## src/rtl/rv32v_pipe_sequencer.sv

```systemverilog
// Stall/flush sequencer for the five-stage RV32V vector pipe.
// Turns stage busy signals into backpressure and runs the flush/redirect/drain sequence on memory-stage events.
module rv32v_pipe_sequencer #(
  parameter int DRAIN_CYCLES = 2,
  parameter int CNT_W        = 8
) (
  input  logic             CLK,
  input  logic             RST,
  input  logic             busy_f1,
  input  logic             busy_f2,
  input  logic             busy_dec,
  input  logic             busy_ex,
  input  logic             busy_mem,
  input  logic             csr_update,
  input  logic             exception_mem,
  output logic             stall_f1,
  output logic             stall_f2,
  output logic             stall_dec,
  output logic             stall_ex,
  output logic             stall_mem,
  output logic             flush_f1,
  output logic             flush_f2,
  output logic             flush_dec,
  output logic             flush_ex,
  output logic             flush_mem,
  output logic             redirect_valid,
  input  logic             redirect_ready,
  output logic             redirect_cause,
  output logic [1:0]       seq_state,
  output logic [CNT_W-1:0] event_count
);

  typedef enum logic [1:0] {
    ST_RUN      = 2'd0,
    ST_REDIRECT = 2'd1,
    ST_DRAIN    = 2'd2
  } seq_state_t;

  seq_state_t state, next_state;
  logic [3:0] drain_cnt;
  logic [4:0] busy_v, bp_src, bp_stall, bp_flush;
  logic [4:0] stall_v, flush_v;
  logic       accept;

  assign busy_v = {busy_mem, busy_ex, busy_dec, busy_f2, busy_f1};
  assign accept = (state == ST_RUN) && !RST && (csr_update || exception_mem) && !busy_mem;

  // Stage i stalls if it or any older stage is busy; the first non-stalled stage after a stalled one gets the bubble.
  always_comb begin
    // NOTE: every combinational output gets a default first so no path leaves it unassigned (no latch).
    bp_stall = '0;
    bp_flush = '0;
    bp_src   = (state == ST_DRAIN) ? {3'b000, busy_v[1:0]} : busy_v;
    for (int i = 0; i < 5; i++) bp_stall[i] = |(bp_src >> i);
    for (int i = 1; i < 5; i++) bp_flush[i] = bp_stall[i-1] & ~bp_stall[i];
  end

  always_comb begin
    stall_v        = '0;
    flush_v        = '0;
    redirect_valid = 1'b0;
    next_state     = state;
    if (RST) begin
      flush_v = 5'b11111;
    end else begin
      case (state)
        ST_RUN: begin
          if (accept) begin
            flush_v    = 5'b01111;
            next_state = ST_REDIRECT;
          end else begin
            stall_v = bp_stall;
            flush_v = bp_flush;
          end
        end
        ST_REDIRECT: begin
          redirect_valid = 1'b1;
          stall_v        = 5'b00001;
          flush_v        = 5'b11110;
          if (redirect_ready) next_state = (DRAIN_CYCLES == 0) ? ST_RUN : ST_DRAIN;
        end
        ST_DRAIN: begin
          stall_v = bp_stall;
          flush_v = bp_flush | 5'b01100;
          if (drain_cnt == 4'd1) next_state = ST_RUN;
        end
        default: next_state = ST_RUN;
      endcase
    end
  end

  // NOTE: sequential state uses non-blocking assignments so every register samples pre-edge values.
  always_ff @(posedge CLK) begin
    if (RST) begin
      state          <= ST_RUN;
      redirect_cause <= 1'b0;
      event_count    <= '0;
      drain_cnt      <= '0;
    end else begin
      state <= next_state;
      if (accept) begin
        redirect_cause <= exception_mem;
        if (event_count != {CNT_W{1'b1}}) event_count <= event_count + 1'b1;
      end
      if (state == ST_REDIRECT && redirect_ready) drain_cnt <= 4'(DRAIN_CYCLES);
      else if (state == ST_DRAIN)                  drain_cnt <= drain_cnt - 4'd1;
    end
  end

  assign seq_state = state;
  assign {stall_mem, stall_ex, stall_dec, stall_f2, stall_f1} = stall_v;
  assign {flush_mem, flush_ex, flush_dec, flush_f2, flush_f1} = flush_v;

endmodule

```

## config.mk

```make
export PLATFORM = sky130hd
export DESIGN_NAME = rv32v_pipe_sequencer
export DESIGN_NICKNAME = d
export VERILOG_FILES = /design/src/rtl/rv32v_pipe_sequencer.sv
export SDC_FILE = /design/constraint.sdc
export NUM_CORES = 1
export LEC_CHECK = 0
export CAP_MARGIN = 10
export CORE_MARGIN = 2
export CORE_UTILIZATION = 31
export DETAILED_ROUTE_END_ITERATION = 8
export DONT_BUFFER_PORTS = 1
export PLACE_DENSITY = 0.41
export SLEW_MARGIN = 20
export SYNTH_ARGS = -nofsm -noshare
export SYNTH_HDL_FRONTEND = slang
export SYNTH_SLANG_ARGS = --single-unit
```

## constraint.sdc

```tcl
create_clock -name CLK -period 5.81 [get_ports CLK]
set_input_delay 1.743 -clock CLK [delete_from_list [all_inputs] [get_ports CLK]]
set_output_delay 1.743 -clock CLK [all_outputs]
set_load 0.02 [all_outputs]
```

==> results.json, run 1 <==
{
  "status": "finished clean",
  "clkLatencyLatePin_ns": 0.29,
  "fmax_ghz": 0.209,
  "drc_errors": 0,
  "final_cell_count_no_fill": 171,
  "drtIter0Drc": 50,
  "clkSlewWorstSetupHoldPaths_ns": 0.10,
  "ys_ff_latch": 15,
  "ir_worst_vdd_uv": 127,
  "max_cap_violations": 0,
  "hold_viol": 0,
  "arrival_ns": 3.05,
  "hold_class": "reg -> reg",
  "seqPwrFrac_pct": 38.7,
  "tightest_slew_ns": 0.710,
  "via_per_inst": 5.12,
  "ys_types": 40,
  "die-area_mm2": 0.00376,
  "relSlewSlack_pct": 52.3,
  "synth_cells": 126,
  "rsz0062_at_grt": "no",
  "cts.root.buffer_cell": "clkbuf_4",
  "dp.cells": 167,
  "post_cts_buffers": 0,
  "ios": 32,
  "start_kind": "primary input",
  "met1_usage_pct": 19.2,
  "cts_htree_levels": 1,
  "criticalPathCategory": "in -> out",
  "wire_per_inst_um": 14.1,
  "dp_hpwl_mm": 1.93,
  "cp_data_required_time_ns": 4.07,
  "grt_pass1_wl_mm": 4.13,
  "skew_ns": 0.0107,
  "p_sw_mw": 0.160,
  "fin_total_pwr_mw": 0.356,
  "tns_ns": 0,
  "min_period_ns": 4.80,
  "die_y_um": 61.3,
  "antenna_found_initial": 0,
  "power.density_mw_per_mm2": 327,
  "finalSetupViolations": 0,
  "yosysWarnings": 0,
  "grt_pass1_vias": 833,
  "dr.pass1.iters": 4,
  "cts_buffers": 3,
  "cts_hold_buffers": 0,
  "cts_tree": "built",
  "syn_area_per_cell_um2": 8.07,
  "fp.coreArea_mm2": 0.00308,
  "gr-max-usage-layer": "met2",
  "ys_seq_area_share_pct": 29.5,
  "power_frac_clock_pct": 17.0,
  "grt_use_met3_pct": 7.77,
  "syn_to_final_growth_pct": 7.01,
  "p_int_mw": 0.197,
  "diodes": 0,
  "p_sw_share_pct": 44.8,
  "power_frac_comb_pct": 44.3,
  "finalMaxSlewViolations": 0,
  "grt_max_degree": 15,
  "cts_sinks": 15,
  "gp_congestion": 0.758,
  "drive_above_1_share_pct": 9.45,
  "leakage_nw": 0.425,
  "synth_nets": 145,
  "port-buffer-count": 0,
  "final_util_pct": 35.4,
  "end_kind": "output port",
  "final_common_cell": "nor2_1",
  "period_share_pct": 82.5,
  "nets": 147,
  "die_w_um": 61.3,
  "initial_core_util_pct": 33.0,
  "vias": 875,
  "synth_area_mm2": 0.00102,
  "final_cell_mix": "nor2_1, dfxtp_1, nand2_1",
  "num_rows": 20,
  "ant_nets": 0,
  "grt_overflow_total": 0,
  "track_usage_pct": 15.2,
  "routed_wl_mm": 2.41,
  "cts_resized": 0,
  "path_max_fanout": 4,
  "use_met2_pct": 24.0,
  "cts_buffer_depth": 2
}
-- layout make-up --
cell class,instances,area (um^2)
Multi-Input combinational cell,99,672
Tap cell,44,55.1
Clock buffer,3,22.5
Clock inverter,1,5.00
Inverter,9,33.8
Sequential cell,15,300
Fill cell,345,1990
-- critical path, cell delays in order --
cell and delay (ns):
or3_1 0.41, a21oi_2 0.20, a211oi_1 0.10, o31ai_1 0.60
-- sequential cells by signal, summed over array words and instances (netlist names) --
name,cells
drain_cnt,4
event_count,8
redirect_cause,1
seq_state,2
-- metrics by stage --
step                      area, um^2  hold slack, ns  worst slack [ns]
after floorplan                 1020           0.486              1.10
after global placement          1060           0.513              1.02
after detailed placement        1060           0.522              1.01
after CTS                       1090           0.547              1.01
after global routing            1090           0.576             0.940
final                           1090           0.540              1.01
-- Yosys cell counts --
library cell | instances | area share (%)
and4_1 | 3 | 2.6
o21ba_2 | 1 | 0.98
nand2_1 | 13 | 4.8
o221a_2 | 1 | 1.1
a21boi_0 | 1 | 0.74
or3_1 | 2 | 1.2
a21oi_2 | 1 | 0.86
nand4_1 | 2 | 1.2
nor2b_1 | 1 | 0.62
nand4_2 | 1 | 1.2
a211oi_1 | 2 | 1.5
nand2b_1 | 1 | 0.62
a31oi_1 | 1 | 0.62
o21bai_2 | 1 | 1.1
nor2_1 | 16 | 5.9
o21ai_0 | 6 | 3.0
inv_1 | 9 | 3.3
and2b_2 | 1 | 0.86
dfxtp_1 | 15 | 30
nor4b_1 | 1 | 0.86
a211oi_2 | 1 | 1.2
or4_1 | 1 | 0.74
a221oi_1 | 1 | 0.86
nor3_1 | 6 | 3.0
a311oi_1 | 2 | 1.7
o21a_1 | 3 | 2.2
and2_1 | 2 | 1.2
mux2i_1 | 4 | 3.9
nor3b_1 | 1 | 0.74
xnor2_1 | 3 | 2.6
o31ai_1 | 1 | 0.74
ha_1 | 9 | 11
nand3_1 | 1 | 0.49
and3_1 | 2 | 1.2
nor4_1 | 1 | 0.62
a21oi_1 | 2 | 0.98
xor2_1 | 1 | 0.86
or2_2 | 1 | 0.62
clkbuf_1 | 3 | 1.1
a22oi_1 | 2 | 1.5
-- logic make-up after synthesis --
family / synth area share [%]
buffers and inverters: 4.43
AOI/OAI and AO/OA: 19.1
xor gates and xnor gates: 3.44
adders and majority gates: 11.1
DFF: 29.5
and+or+nand+nor: 28.5
muxes: 3.94
-- routing by layer --
metal | vias to the layer above | share of wire (%)
li1 | 455 | -
met3 | 2 | 8.9
met5 | - | 0
met2 | 27 | 46
met1 | 391 | 45
met4 | 0 | 0.54
-- worst paths after layout --
| path | startpoint | end | slack, ns | depth (start not counted) |
|---|---|---|---|---|
| max reg2reg | seq_state[1] | event_count[7] | 3.86 | 6 |
| max | busy_ex | flush_f2 | 1.01 | 4 |
| min | drain_cnt[3] | drain_cnt[3] | 0.54 | 2 |
| min reg2reg | drain_cnt[3] | drain_cnt[3] | 0.54 | 2 |
-- power by group through the flow --
stage	Clock (mW)	Sequential, mW	Combinational (mW)
2_1_floorplan	0	0.137	0.135
3_3_place_gp	0	0.141	0.159
3_5_place_dp	0	0.141	0.160
4_1_cts	0.0643	0.138	0.161
5_1_grt	0.0690	0.141	0.179
6_report	0.0606	0.138	0.158
Power figures use the tool's default switching activity.
==> run 2, diff against run 1 <==
==> constraint.sdc (replaced) <==
create_clock -name CLK -period 4.55 [get_ports CLK]
set_input_delay 1.365 -clock CLK [delete_from_list [all_inputs] [get_ports CLK]]
set_output_delay 1.365 -clock CLK [all_outputs]
set_load 0.02 [all_outputs]
==> run 2 against run 1 <==
Clock power is 23% higher. Wire length rose by 4.8%. Largest power group unchanged. Critical path depth unchanged. Highest routed layer unchanged. Clock skew fell by 0.0017 ns. Non-clock buffer count is 4 higher. Total power up 32%. Cell count increased by 2.3%. Via count increased by 2.5%. Clock-buffer cell count unchanged. Design area rose by 2.8%. Register-to-register slack got worse by 1.3 ns.
==> results.json, run 2 (same netlist as run 1, synthesis figures left out) <==
{
  "cts_tree": "built",
  "grt_pass1_vias": 868,
  "start_kind": "primary input",
  "grt_overflow_total": 0,
  "hold_viol": 0,
  "min_from": "drain_cnt[3]",
  "max_cap_violations": 0,
  "reg2reg_to": "event_count[7]",
  "criticalPathCategory": "in -> out",
  "final_cell_count_no_fill": 175,
  "leakage_nw": 0.444,
  "drc_errors": 0,
  "highest_layer": "met4",
  "power.density_mw_per_mm2": 421,
  "fp.coreArea_mm2": 0.00308,
  "grt_max_degree": 15,
  "final_cell_mix": "nor2_1, dfxtp_1, nand2_1",
  "multi_input_area_um2": 672,
  "clkSlewWorstSetupHoldPaths_ns": 0.09,
  "initial_core_util_pct": 33.0,
  "placed_area_mm2": 0.00109,
  "clkLatencyLatePin_ns": 0.29,
  "skew_ns": 0.00898,
  "cp_data_required_time_ns": 3.18,
  "nets": 151,
  "dp_hpwl_mm": 1.97,
  "diodes": 0,
  "cts_buffers": 3,
  "rr_worst_depth": 6,
  "die_y_um": 61.3,
  "met2_length_mm": 1.16,
  "dp.cells": 171,
  "cts_htree_levels": 1,
  "die_w_um": 61.3,
  "fmax_ghz": 0.260,
  "relSlewSlack_pct": 52.6,
  "wl_met1_mm": 1.12,
  "largest_reg_flops": 8,
  "ant_nets": 0,
  "cts_hold_buffers": 0,
  "rsz0062_at_grt": "no",
  "hold_class": "reg -> reg",
  "end_kind": "output port",
  "dr.pass1.iters": 4,
  "track_usage_pct": 14.5,
  "gp_congestion": 0.744,
  "die-area_mm2": 0.00376,
  "num_rows": 20,
  "drtIter0Drc": 35,
  "via_per_inst": 5.13,
  "nFillCells": 344,
  "drive_above_1_share_pct": 12.2,
  "finalSetupViolations": 0,
  "cts.root.buffer_cell": "clkbuf_4",
  "syn_to_final_growth_pct": 9.96,
  "routed_wl_mm": 2.53,
  "grt_pass1_wl_mm": 3.98,
  "min_period_ns": 3.84,
  "ios": 32,
  "antenna_found_initial": 0,
  "tightest_slew_ns": 0.706,
  "status": "finished clean",
  "post_cts_buffers": 0,
  "ir_worst_vdd_uv": 176,
  "path_max_fanout": 5,
  "tns_ns": 0,
  "arrival_ns": 2.48,
  "hold_end": "drain_cnt[3]",
  "hold_depth": 2,
  "cts_resized": 0,
  "finalMaxSlewViolations": 0,
  "wire_per_inst_um": 14.4,
  "port-buffer-count": 0,
  "regArea_um2": 300,
  "dr_wl_met3_um": 225,
  "period_share_pct": 84.4,
  "timing.rr.start": "seq_state[1]",
  "final_common_cell": "nor2_1",
  "cts_sinks": 15,
  "fin_area_mm2": 0.00112,
  "top_register": "event_count",
  "vias": 897,
  "reg2reg_slack_ns": 2.59,
  "cts_buffer_depth": 2
}
==> run 2: changes by cell type in the layout (fill, tap and decap cells not counted), sizes merged <==
cell / before / now
buf: 0 / 4
==> run 2: cell type report <==
type                    instances  share of cell area, %
well taps                      44                   4.92
flip-flops and latches         15                   26.8
multi-input cells              99                   60.1
clock inverters                 1                  0.447
repair buffers                  4                   2.68
inverters                       9                   3.02
clock buffers                   3                   2.01
==> run 2: worst max path at each step <==
stage / startpoint / to / slack [ns]
after global routing: busy_ex / flush_f2 / 0.62
after global placement: exception_mem / stall_dec / 0.72
after floorplan: busy_ex / flush_f2 / 0.59
after CTS: exception_mem / stall_dec / 0.70
final: exception_mem / stall_dec / 0.71
after detailed placement: exception_mem / stall_dec / 0.70
==> run 2: per-layer routing <==
layer  GRT usage (%)  up-vias
met4            2.80        0
met2            22.9       22
met1            17.4      418
met3            7.98        2
li1                -      455
met5               0        -
==> run 2: per-stage QoR <==
| stage | worst slack [ns] | hold slack (ns) | utilization (%) | total power [mW] |
|---|---|---|---|---|
| finish | 0.709 | 0.542 | 36.3 | 0.470 |
| global route | 0.621 | 0.592 | 36.3 | 0.506 |
| CTS | 0.698 | 0.550 | 36.3 | 0.477 |
| detailed placement | 0.704 | 0.523 | 35.4 | 0.400 |
| global placement | 0.720 | 0.507 | 35.4 | 0.399 |
| floorplan | 0.593 | 0.486 | - | 0.347 |
==> run 2: worst max-delay path, cell delays in order <==
cell      delay [ns]
o21bai_2        0.21
o21ai_0         0.13
or3_1           0.40
nor2b_1         0.37
==> run 2: where the power goes <==
group	leakage [nW]	total (mW)	switching (mW)	internal (mW)
Combinational	0.304	0.219	0.135	0.0845
Clock	0.0177	0.0747	0.0420	0.0327
Sequential	0.122	0.177	0.0289	0.148
Total	0.444	0.470	0.206	0.265
==> run 3, diff against run 2 <==
==> constraint.sdc (replaced) <==
create_clock -name CLK -period 3.85 [get_ports CLK]
set_input_delay 1.155 -clock CLK [delete_from_list [all_inputs] [get_ports CLK]]
set_output_delay 1.155 -clock CLK [all_outputs]
set_load 0.02 [all_outputs]
==> run 3 against run 2 <==
Register-to-register slack worse by 0.68 ns. Combinational power is 23% higher. Critical path depth stayed put. Sequential share of layout area is 0.53 points lower. Sequential cell count stayed put. Non-clock buffer count is 3 higher. Largest power group unchanged.
==> results.json, run 3 (same netlist as run 1, synthesis figures left out) <==
{
  "hold_viol": 0,
  "timing.rr.start": "seq_state[1]",
  "criticalPathCategory": "in -> out",
  "dp.cells": 174,
  "grt_pass1_wl_mm": 4.26,
  "syn_to_final_growth_pct": 12.2,
  "ir_worst_vdd_uv": 228,
  "min_from": "drain_cnt[3]",
  "crit_path_start": "exception_mem",
  "diodes": 0,
  "initial_core_util_pct": 33.0,
  "nets": 154,
  "final_cell_count_no_fill": 178,
  "final_common_cell": "nor2_1",
  "wire_per_inst_um": 14.1,
  "fp.coreArea_mm2": 0.00308,
  "max_cap_violations": 0,
  "ant_nets": 0,
  "cp_data_required_time_ns": 2.69,
  "num_rows": 20,
  "tns_ns": 0,
  "grt_overflow_total": 0,
  "path_cells": "o21bai_2 -> o21ai_0 -> or3_1 -> nor2b_1",
  "track_usage_pct": 15.4,
  "dp_hpwl_mm": 1.97,
  "top_register": "event_count",
  "dr.pass1.iters": 4,
  "cp_slowest_stage_delay_ns": 0.38,
  "leakage_nw": 0.459,
  "arrival_ns": 2.26,
  "post_cts_buffers": 0,
  "drtIter0Drc": 29,
  "die_y_um": 61.3,
  "power.density_mw_per_mm2": 499,
  "rsz0062_at_grt": "no",
  "grt_pass1_vias": 879,
  "final_cell_mix": "nor2_1, dfxtp_1, nand2_1",
  "rr_worst_depth": 6,
  "die-area_mm2": 0.00376,
  "reg2reg_slack_ns": 1.91,
  "status": "finished clean",
  "cts_tree": "built",
  "hold_class": "reg -> reg",
  "skew_ns": 0.0110,
  "cts_buffer_depth": 2,
  "antenna_found_initial": 0,
  "drive_above_1_share_pct": 14.2,
  "end_kind": "output port",
  "cp_slowest_cell": "or3_1",
  "start_kind": "primary input",
  "finalMaxSlewViolations": 0,
  "clkLatencyLatePin_ns": 0.29,
  "gp_congestion": 0.743,
  "port-buffer-count": 0,
  "cts_resized": 0,
  "finalSetupViolations": 0,
  "relSlewSlack_pct": 71.8,
  "reg2reg_to": "event_count[7]",
  "cts_htree_levels": 1,
  "period_share_pct": 88.6,
  "dp_slack_ns": 0.411,
  "cts_buffers": 3,
  "die_w_um": 61.3,
  "drc_errors": 0,
  "hold_end": "drain_cnt[3]",
  "tightest_slew_ns": 0.423,
  "path_max_fanout": 5,
  "min_period_ns": 3.41,
  "cts_hold_buffers": 0,
  "hold_depth": 2,
  "via_per_inst": 5.23,
  "vias": 931,
  "cts.root.buffer_cell": "clkbuf_4",
  "clkSlewWorstSetupHoldPaths_ns": 0.10,
  "worst_slack_ns": 0.438,
  "ios": 32,
  "grt_max_degree": 15,
  "cts_sinks": 15,
  "routed_wl_mm": 2.51,
  "largest_reg_flops": 8,
  "fmax_ghz": 0.293
}
==> run 3: where the power goes <==
part           leakage (nW)  switching [mW]  internal [mW]
clock                0.0177          0.0532         0.0386
combinational         0.319           0.162          0.108
sequential            0.122          0.0333          0.174
total                 0.459           0.248          0.321
==> run 3: per-layer routing <==
metal / track usage [%] / vias up / part of all wire (%)
met5: 0 / - / 0
met4: 3.42 / 0 / 0.40
met3: 7.14 / 2 / 7.6
met2: 23.1 / 26 / 47
met1: 20.4 / 442 / 45
li1: - / 461 / -
==> run 3: worst max-delay path by stage <==
stage                     end  slack (ns)  depth (start not counted)
floorplan            flush_f2        0.31                          4
global route         flush_f2        0.19                          7
finish              stall_dec        0.44                          4
CTS                 stall_dec        0.41                          4
global placement    stall_dec        0.44                          4
detailed placement  stall_dec        0.41                          4
==> run 3: critical path: cells and delay by family <==
kind / cells / cell delay [ns]
simple gates: 2 / 0.75
compound gates: 2 / 0.35
==> run 3: final cells by class <==
cell class	instances	area [um^2]
clock inverters	1	5.00
well taps	44	55.1
fillers	351	1940
clock buffers	3	22.5
repair buffers	7	52.6
flip-flops and latches	15	300
multi-input cells	99	672
inverters	9	33.8
==> run 3: metrics by stage <==
stage / area [um^2] / total power, mW / util [%] / hold WS [ns]
after detailed placement: 1110 / 0.481 / 36.2 / 0.519
after global routing: 1140 / 0.619 / 37.1 / 0.581
after global placement: 1110 / 0.481 / 36.2 / 0.507
final: 1140 / 0.569 / 37.1 / 0.535
after CTS: 1140 / 0.578 / 37.1 / 0.549
after floorplan: 1020 / 0.410 / - / 0.486
